$ cat src/rtl/mips_core_pkg.sv
// Shared write-path definitions.
//   ADDR_WIDTH / DATA_WIDTH : external AXI address and data widths
//   AXI_ID_WIDTH            : width of awid / wid (master index)
//   wr_order_t              : one order-FIFO entry {master id, burst len}
package mips_core_pkg;

   localparam int ADDR_WIDTH   = 32;
   localparam int DATA_WIDTH   = 32;
   localparam int AXI_ID_WIDTH = 4;

   typedef struct packed {
      logic [3:0] id;
      logic [3:0] len;
   } wr_order_t;

endpackage

$ cat src/rtl/wr_order_fifo.sv
// Order FIFO recording AW grant order so W bursts are replayed in the same order.
//   clk, rst_n  : clock, synchronous active-low reset (clears pointers/count)
//   push        : write push_data (ignored when full, even if popping)
//   push_data   : {id, len} of the granted AW
//   pop         : drop the head entry (ignored when empty)
//   head        : oldest entry, valid while !empty
//   full, empty : occupancy flags
module wr_order_fifo
   import mips_core_pkg::*;
#(
   parameter int DEPTH = 4
) (
   input  logic      clk,
   input  logic      rst_n,
   input  logic      push,
   input  wr_order_t push_data,
   input  logic      pop,
   output wr_order_t head,
   output logic      full,
   output logic      empty
);

   localparam int PTR_W = $clog2(DEPTH);

   wr_order_t        mem_q [DEPTH];
   logic [PTR_W-1:0] wr_ptr_q, wr_ptr_d;
   logic [PTR_W-1:0] rd_ptr_q, rd_ptr_d;
   logic [PTR_W:0]   count_q, count_d;
   logic             push_ok, pop_ok;

   assign full  = (count_q == (PTR_W+1)'(DEPTH));
   assign empty = (count_q == '0);
   assign head  = mem_q[rd_ptr_q];

   always_comb begin
      // NOTE: every signal gets a default first so no path leaves it unassigned (no latch).
      wr_ptr_d = wr_ptr_q;
      rd_ptr_d = rd_ptr_q;
      count_d  = count_q;
      push_ok  = push && !full;
      pop_ok   = pop && !empty;
      // Pointers wrap naturally because DEPTH is a power of two.
      if (push_ok) wr_ptr_d = wr_ptr_q + 1'b1;
      if (pop_ok)  rd_ptr_d = rd_ptr_q + 1'b1;
      if (push_ok && !pop_ok)      count_d = count_q + 1'b1;
      else if (pop_ok && !push_ok) count_d = count_q - 1'b1;
   end

   // NOTE: non-blocking assignments in clocked blocks so all flops update from pre-edge values.
   always_ff @(posedge clk) begin
      if (!rst_n) begin
         wr_ptr_q <= '0;
         rd_ptr_q <= '0;
         count_q  <= '0;
      end else begin
         wr_ptr_q <= wr_ptr_d;
         rd_ptr_q <= rd_ptr_d;
         count_q  <= count_d;
      end
   end

   // NOTE: storage is not reset; entries are only read after being written, so count gates validity.
   always_ff @(posedge clk) begin
      if (push_ok) mem_q[wr_ptr_q] <= push_data;
   end

endmodule

$ cat src/rtl/write_channel_scheduler.sv
// Write-path scheduler: round-robin AW arbitration across COUNT masters, grant
// order kept in an order FIFO, W channel locked to the FIFO-head master until
// its burst's last beat so W beats never interleave and follow AW order.
//   clk, rst_n                 : clock, synchronous active-low reset
//   m_awvalid/m_awready        : per-master AW handshake
//   m_awlen, m_awaddr          : per-master AW payload (len = beats-1, 0..7)
//   m_wvalid/m_wready          : per-master W handshake (ready only for head)
//   m_wlast, m_wdata           : per-master W payload (wlast is checked only)
//   awvalid/awready, awid, awlen, awaddr : external AW channel
//   wvalid/wready, wid, wlast, wdata     : external W channel
//   err_wlast                  : sticky, master WLAST disagreed with generated WLAST
module write_channel_scheduler
   import mips_core_pkg::*;
#(
   parameter int COUNT      = 2,
   parameter int FIFO_DEPTH = 4
) (
   input  logic                                clk,
   input  logic                                rst_n,
   input  logic [COUNT-1:0]                    m_awvalid,
   output logic [COUNT-1:0]                    m_awready,
   input  logic [COUNT-1:0][3:0]               m_awlen,
   input  logic [COUNT-1:0][ADDR_WIDTH-1:0]    m_awaddr,
   input  logic [COUNT-1:0]                    m_wvalid,
   output logic [COUNT-1:0]                    m_wready,
   input  logic [COUNT-1:0]                    m_wlast,
   input  logic [COUNT-1:0][DATA_WIDTH-1:0]    m_wdata,
   output logic                                awvalid,
   input  logic                                awready,
   output logic [AXI_ID_WIDTH-1:0]             awid,
   output logic [3:0]                          awlen,
   output logic [ADDR_WIDTH-1:0]               awaddr,
   output logic                                wvalid,
   input  logic                                wready,
   output logic [AXI_ID_WIDTH-1:0]             wid,
   output logic                                wlast,
   output logic [DATA_WIDTH-1:0]               wdata,
   output logic                                err_wlast
);

   logic [3:0]              rr_ptr_q, rr_ptr_d;
   logic                    awvalid_q, awvalid_d;
   logic [3:0]              awid_q, awid_d;
   logic [3:0]              awlen_q, awlen_d;
   logic [ADDR_WIDTH-1:0]   awaddr_q, awaddr_d;
   logic                    wvalid_q, wvalid_d;
   logic [3:0]              wid_q, wid_d;
   logic                    wlast_q, wlast_d;
   logic [DATA_WIDTH-1:0]   wdata_q, wdata_d;
   logic [2:0]              beat_cnt_q, beat_cnt_d;
   logic                    err_wlast_q, err_wlast_d;

   logic                    fifo_full, fifo_empty, fifo_pop;
   wr_order_t               head, push_entry;
   logic                    found, aw_load, aw_accept, w_load, w_accept, gen_last;
   logic [3:0]              winner, sel_awlen;
   logic [ADDR_WIDTH-1:0]   sel_awaddr;
   logic                    sel_wvalid, sel_wlast;
   logic [DATA_WIDTH-1:0]   sel_wdata;

   wr_order_fifo #(.DEPTH(FIFO_DEPTH)) u_order_fifo (
      .clk       (clk),
      .rst_n     (rst_n),
      .push      (aw_accept),
      .push_data (push_entry),
      .pop       (fifo_pop),
      .head      (head),
      .full      (fifo_full),
      .empty     (fifo_empty)
   );

   // Round-robin: first look above rr_ptr, then wrap around to 0..rr_ptr.
   always_comb begin
      found  = 1'b0;
      winner = '0;
      for (int i = 0; i < COUNT; i++) begin
         if (!found && m_awvalid[i] && (4'(i) > rr_ptr_q)) begin
            found  = 1'b1;
            winner = 4'(i);
         end
      end
      for (int i = 0; i < COUNT; i++) begin
         if (!found && m_awvalid[i] && (4'(i) <= rr_ptr_q)) begin
            found  = 1'b1;
            winner = 4'(i);
         end
      end
   end

   // Ready gating includes rst_n so masters never see ready during reset.
   assign aw_load    = rst_n && (awready || !awvalid_q) && !fifo_full;
   assign aw_accept  = aw_load && found;
   assign w_load     = rst_n && (wready || !wvalid_q) && !fifo_empty;
   assign gen_last   = ({1'b0, beat_cnt_q} == head.len);
   assign w_accept   = w_load && sel_wvalid;
   assign fifo_pop   = w_accept && gen_last;
   assign push_entry = '{id: winner, len: sel_awlen};

   // Payload muxes and per-master ready steering.
   always_comb begin
      sel_awlen  = '0;
      sel_awaddr = '0;
      sel_wvalid = 1'b0;
      sel_wlast  = 1'b0;
      sel_wdata  = '0;
      m_awready  = '0;
      m_wready   = '0;
      for (int i = 0; i < COUNT; i++) begin
         if (4'(i) == winner) begin
            sel_awlen    = m_awlen[i];
            sel_awaddr   = m_awaddr[i];
            m_awready[i] = aw_accept;
         end
         if (4'(i) == head.id) begin
            sel_wvalid  = m_wvalid[i];
            sel_wlast   = m_wlast[i];
            sel_wdata   = m_wdata[i];
            m_wready[i] = w_load;
         end
      end
   end

   always_comb begin
      rr_ptr_d    = rr_ptr_q;
      awvalid_d   = awvalid_q;
      awid_d      = awid_q;
      awlen_d     = awlen_q;
      awaddr_d    = awaddr_q;
      wvalid_d    = wvalid_q;
      wid_d       = wid_q;
      wlast_d     = wlast_q;
      wdata_d     = wdata_q;
      beat_cnt_d  = beat_cnt_q;
      err_wlast_d = err_wlast_q;

      if (aw_accept) begin
         rr_ptr_d  = winner;
         awvalid_d = 1'b1;
         awid_d    = winner;
         awlen_d   = sel_awlen;
         awaddr_d  = sel_awaddr;
      end else if (awready) begin
         awvalid_d = 1'b0;
      end

      if (w_accept) begin
         wvalid_d   = 1'b1;
         wid_d      = head.id;
         wlast_d    = gen_last;
         wdata_d    = sel_wdata;
         beat_cnt_d = gen_last ? 3'd0 : beat_cnt_q + 3'd1;
         // Length always follows the recorded awlen; a wrong master WLAST is only flagged.
         if (sel_wlast != gen_last) err_wlast_d = 1'b1;
      end else if (wready) begin
         wvalid_d = 1'b0;
      end
   end

   always_ff @(posedge clk) begin
      if (!rst_n) begin
         rr_ptr_q    <= 4'(COUNT - 1);
         awvalid_q   <= 1'b0;
         wvalid_q    <= 1'b0;
         beat_cnt_q  <= '0;
         err_wlast_q <= 1'b0;
      end else begin
         rr_ptr_q    <= rr_ptr_d;
         awvalid_q   <= awvalid_d;
         wvalid_q    <= wvalid_d;
         beat_cnt_q  <= beat_cnt_d;
         err_wlast_q <= err_wlast_d;
      end
   end

   // Payload registers carry no reset; the valid flags qualify them.
   always_ff @(posedge clk) begin
      awid_q   <= awid_d;
      awlen_q  <= awlen_d;
      awaddr_q <= awaddr_d;
      wid_q    <= wid_d;
      wlast_q  <= wlast_d;
      wdata_q  <= wdata_d;
   end

   assign awvalid   = awvalid_q;
   assign awid      = awid_q;
   assign awlen     = awlen_q;
   assign awaddr    = awaddr_q;
   assign wvalid    = wvalid_q;
   assign wid       = wid_q;
   assign wlast     = wlast_q;
   assign wdata     = wdata_q;
   assign err_wlast = err_wlast_q;

endmodule

$ cat config.mk
export PLATFORM = sky130hd
export DESIGN_NAME = write_channel_scheduler
export DESIGN_NICKNAME = d
export VERILOG_FILES = /design/src/rtl/mips_core_pkg.sv /design/src/rtl/wr_order_fifo.sv /design/src/rtl/write_channel_scheduler.sv
export SDC_FILE = /design/constraint.sdc
export NUM_CORES = 1
export LEC_CHECK = 0
export ABC_AREA = 1
export CORE_MARGIN = 2
export CORE_UTILIZATION = 39
export CTS_CLUSTER_DIAMETER = 200
export DETAILED_ROUTE_END_ITERATION = 8
export GPL_TIMING_DRIVEN = 1
export HOLD_SLACK_MARGIN = 0.02
export PLACE_DENSITY = 0.78
export SETUP_SLACK_MARGIN = 0.2
export SLEW_MARGIN = 40
export SYNTH_ARGS = -nofsm -noshare
export SYNTH_HDL_FRONTEND = slang
export SYNTH_HIERARCHICAL = 1
export SYNTH_SLANG_ARGS = --single-unit
$ cat constraint.sdc
create_clock -name clk -period 4 [get_ports clk]
set_input_delay 0.8 -clock clk [delete_from_list [all_inputs] [get_ports clk]]
set_output_delay 0.8 -clock clk [all_outputs]
set_load 0.005 [all_outputs]
-- Word level (Yosys, flattened, before mapping)
Memories as Yosys holds them, arrays and structs flattened. A register that Yosys moved wholly into a read port is not among the register bits.
Index checks and enable logic that the tools add are counted.
- bits in registers: 94
- RAM bits: 32
- input port bits: 146
- output and inout port bits: 84
- word-level logic and storage cells: 97
- memories kept: 1
- add/subtract/negate cells: 5
- $lt $le $gt $ge: 4
- equal/unequal tests: 5
- multiplexer cells: 32
- reduce and logical (&&, ||, !) cells: 36
- memory list (memory ; depth ; width ; read ports ; clocked after memory_dff ; write ports ; line ; RTL):
    u_order_fifo.mem_q ; 4 ; 8 ; 1 ; 1 ; 1 ; wr_order_fifo.sv:25 ; wr_order_t mem_q [DEPTH];
- operators with widths (kind ; number):
    $mux 32 ; 4
    $mux 1 ; 19
    $logic_and 1x1->1 ; 18
    $mux 4 ; 4
    $logic_not 1->1 ; 9
    $mux 3 ; 3
    $eq 1x4->1 const A ; 2
    $gt 1x4->1 const A ; 2
    $le 1x4->1 const A ; 2
    $logic_not 4->1 ; 2
    $add 3x1->3 const B ; 2
    $reduce_bool 2->1 ; 3
    $add 2x1->2 const B ; 2
    $eq 3x4->1 ; 1
    $mux 2 ; 2
    $eq 3x3->1 const B ; 1
    $logic_not 3->1 ; 1
    $sub 3x1->3 const B ; 1
    $logic_or 1x1->1 ; 2
    $reduce_and 2->1 ; 1
    $ne 1x1->1 ; 1

-- Depth between registers and ports, before layout
- depth in word-level cells: 21
- mapped depth: 20
- depth with buffers taken out: 19

-- Cells and area by module
Netlist, hierarchy kept.
- modules (own cells, without submodules) (module ; times used ; cells an instance ; area an instance (µm²) ; seq. area each (µm²)):
    write_channel_scheduler ; 1 ; 384 ; 3684.8 ; 2362.3
    wr_order_fifo ; 1 ; 146 ; 1685.4 ; 1141.1

-- Least setup slack after synthesis
OpenSTA, ideal clock, no wires.
- path type: input-to-reg
- from: in rst_n
- to: reg u_order_fifo.count_q[2]
- library setup time: 0.113 ns
- data arrival time: 4.019 ns
- data required time: 3.887 ns
- path slack: -0.132 ns
- stages on the path: 15
- buffers on the path: 0
- cell sequence: inv_2 -> nor2_1 -> o21ai_0 -> nor2_1 -> nand2_2 -> inv_1 -> ha_1 -> inv_1 -> fa_1 -> inv_1 -> nand2_1 -> nand3_1 -> nand2_1 -> nand2_1 -> nor2_1
- elaborated cells between the ends (all ways): 15
- those cells by class: mux (1); reduce/logical (14)
- RTL lines (item ; line ; RTL):
    from (decl) ; write_channel_scheduler.sv:19 ; input logic rst_n,
    $logic_and 1x1->1 * (2 in series) ; write_channel_scheduler.sv:91 ; assign aw_load = rst_n && (awready || !awvalid_q) && !fifo_full;
    $logic_and 1x1->1 * ; write_channel_scheduler.sv:92 ; assign aw_accept = aw_load && found;
    via aw_accept ; write_channel_scheduler.sv:55 ; logic found, aw_load, aw_accept, w_load, w_accept, gen_last;
    $logic_and 1x1->1 * ; wr_order_fifo.sv:40 ; push_ok = push && !full;
    via u_order_fifo.push_ok ; wr_order_fifo.sv:29 ; logic push_ok, pop_ok;
    $logic_not 1->1 ; wr_order_fifo.sv:46 ; else if (pop_ok && !push_ok) count_d = count_q - 1'b1;
    $logic_and 1x1->1 ; wr_order_fifo.sv:46 ;
    $reduce_bool 2->1 (no source line) ; - ;
    to (signal assigned) ; wr_order_fifo.sv:58 ; count_q <= count_d;
    to (decl) ; wr_order_fifo.sv:28 ; logic [PTR_W:0] count_q, count_d;
The timed path passes the listed nets; every way through them passes the cells marked *.
A chain may end at the register's enable or synchronous reset.

==> results <==
cells by family after synthesis:
family / after synthesis
AOI/OAI and AO/OA: 35
xor gates and xnor gates: 2
adders and majority gates: 7
buffers and inverters: 59
DFF: 122
other: 1
and+or+nand+nor: 304
worst min path at each step:
stage	from	end	slack (ns)
2_1_floorplan	rr_ptr_q[0]$_SDFFE_PN1P_	rr_ptr_q[0]$_SDFFE_PN1P_	0.43
6_report	rr_ptr_q[0]$_SDFFE_PN1P_	rr_ptr_q[0]$_SDFFE_PN1P_	0.46
3_5_place_dp	rr_ptr_q[0]$_SDFFE_PN1P_	rr_ptr_q[0]$_SDFFE_PN1P_	0.45
5_1_grt	err_wlast$_SDFFE_PN0P_	err_wlast$_SDFFE_PN0P_	0.49
4_1_cts	rr_ptr_q[0]$_SDFFE_PN1P_	rr_ptr_q[0]$_SDFFE_PN1P_	0.46
3_3_place_gp	rr_ptr_q[0]$_SDFFE_PN1P_	rr_ptr_q[0]$_SDFFE_PN1P_	0.44
synth_stat cells (4+ instances only):
master,count
sky130_fd_sc_hd__nor2_1,41
sky130_fd_sc_hd__o21ai_2,4
sky130_fd_sc_hd__o22ai_1,8
sky130_fd_sc_hd__o21ai_0,14
sky130_fd_sc_hd__buf_2,7
sky130_fd_sc_hd__nand2_1,178
sky130_fd_sc_hd__ha_1,6
sky130_fd_sc_hd__edfxtp_1,106
sky130_fd_sc_hd__dfxtp_1,16
sky130_fd_sc_hd__clkbuf_1,10
sky130_fd_sc_hd__inv_1,31
sky130_fd_sc_hd__nand3_1,75
sky130_fd_sc_hd__a21oi_1,5
worst min-delay path: stages, from the launching register on:
cell,delay [ns]
sky130_fd_sc_hd__dfxtp_1,0.33
sky130_fd_sc_hd__nand2_1,0.05
sky130_fd_sc_hd__nand3_1,0.05
stage by stage:
stage,instances,util [%]
2_1_floorplan,544,-
3_5_place_dp,930,58.86
6_report,962,63.60
5_1_grt,962,63.60
4_1_cts,962,63.59
3_3_place_gp,930,58.86
power by group:
part | total (mW) | internal [mW] | switching (mW)
Clock | 1.61 | 1.10 | 0.513
Sequential | 1.50 | 1.48 | 0.0269
Combinational | 0.513 | 0.265 | 0.248
routing by layer:
metal  up-vias  GRT usage, %
met2       220         36.13
li1       2254             -
met5         -             0
met4         0         5.603
met3        10         10.20
met1      2081         19.78
state kept, by name, indices dropped and copies added, names as in the netlist, 3 cells and up, named ones only:
name,count
awlen,4
wid,4
wdata,32
u_order_fifo/mem_q,32
beat_cnt_q,3
u_order_fifo/count_q,3
awaddr,32
layout by cell type, fill, tap and decap left out, types with 6 or more instances in the layout:
cell type and n:
sky130_fd_sc_hd__clkdlybuf4s50_1 226, sky130_fd_sc_hd__o22ai_1 8, sky130_fd_sc_hd__nand3_1 75, sky130_fd_sc_hd__nand2_1 178
sky130_fd_sc_hd__ha_1 6, sky130_fd_sc_hd__dfxtp_1 15, sky130_fd_sc_hd__inv_1 31, sky130_fd_sc_hd__edfxtp_1 106
sky130_fd_sc_hd__o21ai_0 14, sky130_fd_sc_hd__buf_4 9, sky130_fd_sc_hd__clkbuf_16 17, sky130_fd_sc_hd__nor2_1 40
sky130_fd_sc_hd__conb_1 15
cell type report:
type                            instances  area, sq um  area share (%)
Clock inverter                         14        202.7           2.388
Clock buffer                           18        429.2           5.055
Inverter                               34        127.6           1.503
Sequential cell                       122         3505           41.28
Tap cell                              176        220.2           2.594
Timing Repair Buffer                  235         2330           27.44
Multi-Input combinational cell        363         1675           19.73
==> flow_metrics.py <==
metrics = {
    "clock_network": {
        "clock_path_buffers": 2,
        "clock-sinks": 122,
        "cts.repair_timing.setup_buffer_count": 0,
        "worst_setup_hold_path_clk_slew_ns": 0.05,
        "cts_resized": 0,
        "cts_tree": "built",
        "cts-htree-levels": 4,
        "cts_root_buf": "sky130_fd_sc_hd__clkbuf_16",
        "cts_hold_buffers": 0,
        "clk-insertion-delay-late_ns": 0.40,
        "numCtsBuffers": 17,
    },
    "drt": {
        "firstDrtPassIters": 5,
        "top_sig_layer": "met4",
        "drt_first_iter_violations": 209,
        "drt_met1_wl_microns": 5186,
        "routedWlPerCell_microns": 15.01,
        "drt_wl_total_microns": 14440,
        "wl_met2_microns": 7402,
        "post-route-drc-count": 0,
        "detail_route.vias_per_cell": 4.745,
        "num_vias": 4565,
        "met3_length_microns": 1717,
        "antenna_left": 0,
    },
    "timing": {
        "period_needed_ns": 3.556,
        "slew_violations": 0,
        "worst_slew_pin_slew_ns": 0.7796,
        "worst_slew_margin_rel_pct": 47.84,
        "rsz0062_at_grt": "false",
        "min_period_over_period_pct": 88.90,
        "finalSetupTns_ns": 0,
        "setup-violations-final": 0,
        "fmax_mhz": 281.2,
        "holdWs_ns": 0.4599,
        "postLayoutSetupSlackWorst_ns": 0.4440,
        "final-hold-violation-count": 0,
        "fin_worst_skew_ns": 0.01617,
    },
    "setup_path": {
        "critical_path_cell_by_cell": "inv_2 -> o21ai_0 -> o22ai_1 -> inv_2 -> nor2_4 -> buf_4 -> nand2_1 -> nor2_1 -> clkdlybuf4s50_1",
        "reg_to_reg_end": "u_order_fifo/count_q[1]$_SDFFE_PN0P_",
        "worst-endpoint-arrival_ns": 2.76,
        "cp_slowest_stage_delay_ns": 0.51,
        "critical_path.n_buffers_inverters": 4,
        "critPathMaxFanout": 34,
        "worst_path_most_repeated_cell": "sky130_fd_sc_hd__inv_2",
        "crit_cells": 9,
        "timing.critical_path.to_type": "output pin",
        "cp_slowest_cell": "sky130_fd_sc_hd__clkdlybuf4s50_1",
        "required_ns": 3.20,
        "worstRegToRegCells": 15,
        "criticalPathCategory": "reg2out",
        "r2r_slack_ns": 1.00,
        "critical_path.endpoint": "m_wready[1]",
        "worst_setup_path_start_kind": "flip-flop",
        "critPathTopFamily": "buffers and inverters",
    },
    "synthesis": {
        "post_synth_and_or_nand_nor_area_fraction_pct": 23.81,
        "synth-compound-area-share_pct": 4.007,
        "most_common_flop_cell_mapped_by_yosys": "sky130_fd_sc_hd__edfxtp_1",
        "synthMuxAreaShare_pct": 0,
        "cell_type_with_the_largest_total_area_after_synthesis": "sky130_fd_sc_hd__edfxtp_1",
        "synth_xor_area_share_pct": 0.3262,
        "syn-cell-area_sq_um": 5370,
        "synth_area_per_cell_sq_um": 10.13,
        "synth_seq_area_share_pct": 65.24,
        "yosys_warnings": 6,
        "synth.ff_latch_count": 122,
        "synth.top_cells.by_area": "sky130_fd_sc_hd__edfxtp_1 59%, sky130_fd_sc_hd__nand2_1 12%, sky130_fd_sc_hd__nand3_1 7.0%",
        "post_synth_edffs": 106,
        "synthAdderAreaFrac_pct": 1.771,
        "synth.lib_cells_used.distinct": 28,
        "synthesis.instances": 530,
        "combinational_family_with_the_most_area_after_synthesis": "simple AND/OR/NAND/NOR gates",
        "asyncSetResetFlopFracSynth_pct": 0,
        "synth_largest_type_area_fraction_pct": 59.27,
    },
    "die": {
        "die_h_microns": 121.3,
        "initial_utilization_pct": 40.23,
        "die_x_microns": 121.3,
        "core_region_area_sq_um": 13350,
        "dieArea_sq_um": 14720,
        "io_pins": 230,
        "placementRows": 42,
    },
    "power": {
        "total_power_mw": 3.626,
        "power.ir.vdd_worst_mv": 0.3215,
        "power_per_cell_area_nw_per_um2": 427.2,
        "power.static_leakage_nw": 3.402,
    },
    "layout": {
        "fill_cells": 1053,
        "drive_above_1_share_pct": 7.252,
        "final_net_count": 926,
        "postLayoutCellArea_sq_um": 8489,
        "area.growth.synth_to_final_pct": 58.08,
        "antennaDiodeCount": 0,
    },
    "global_routing": {
        "initial_antenna_violation_count": 0,
        "grt_remaining_overflow": 0,
        "grt_start_max_net_pins": 42,
        "total_track_usage_pct": 19.89,
        "grt_pass1_vias": 4643,
        "first_pass_grt_wire_length_microns": 22380,
    },
    "placed_design": {
        "gp_congestion": 0.8383,
        "worst_setup_timing_slack_at_the_placement_stage_ns": 0.6422,
        "place_hpwl_microns": 10940,
        "place_area_sq_um": 7856,
        "portBuffers": 226,
    },
    "flow_run": {
        "timing.max_cap.violations": 0,
    },
    "run_status": {
        "status": "finished, final reports clean",
    },
    "min_path": {
        "hold_depth": 2,
        "hold_path.class": "reg2reg",
    },
}
(Power assumes the default switching activity.)
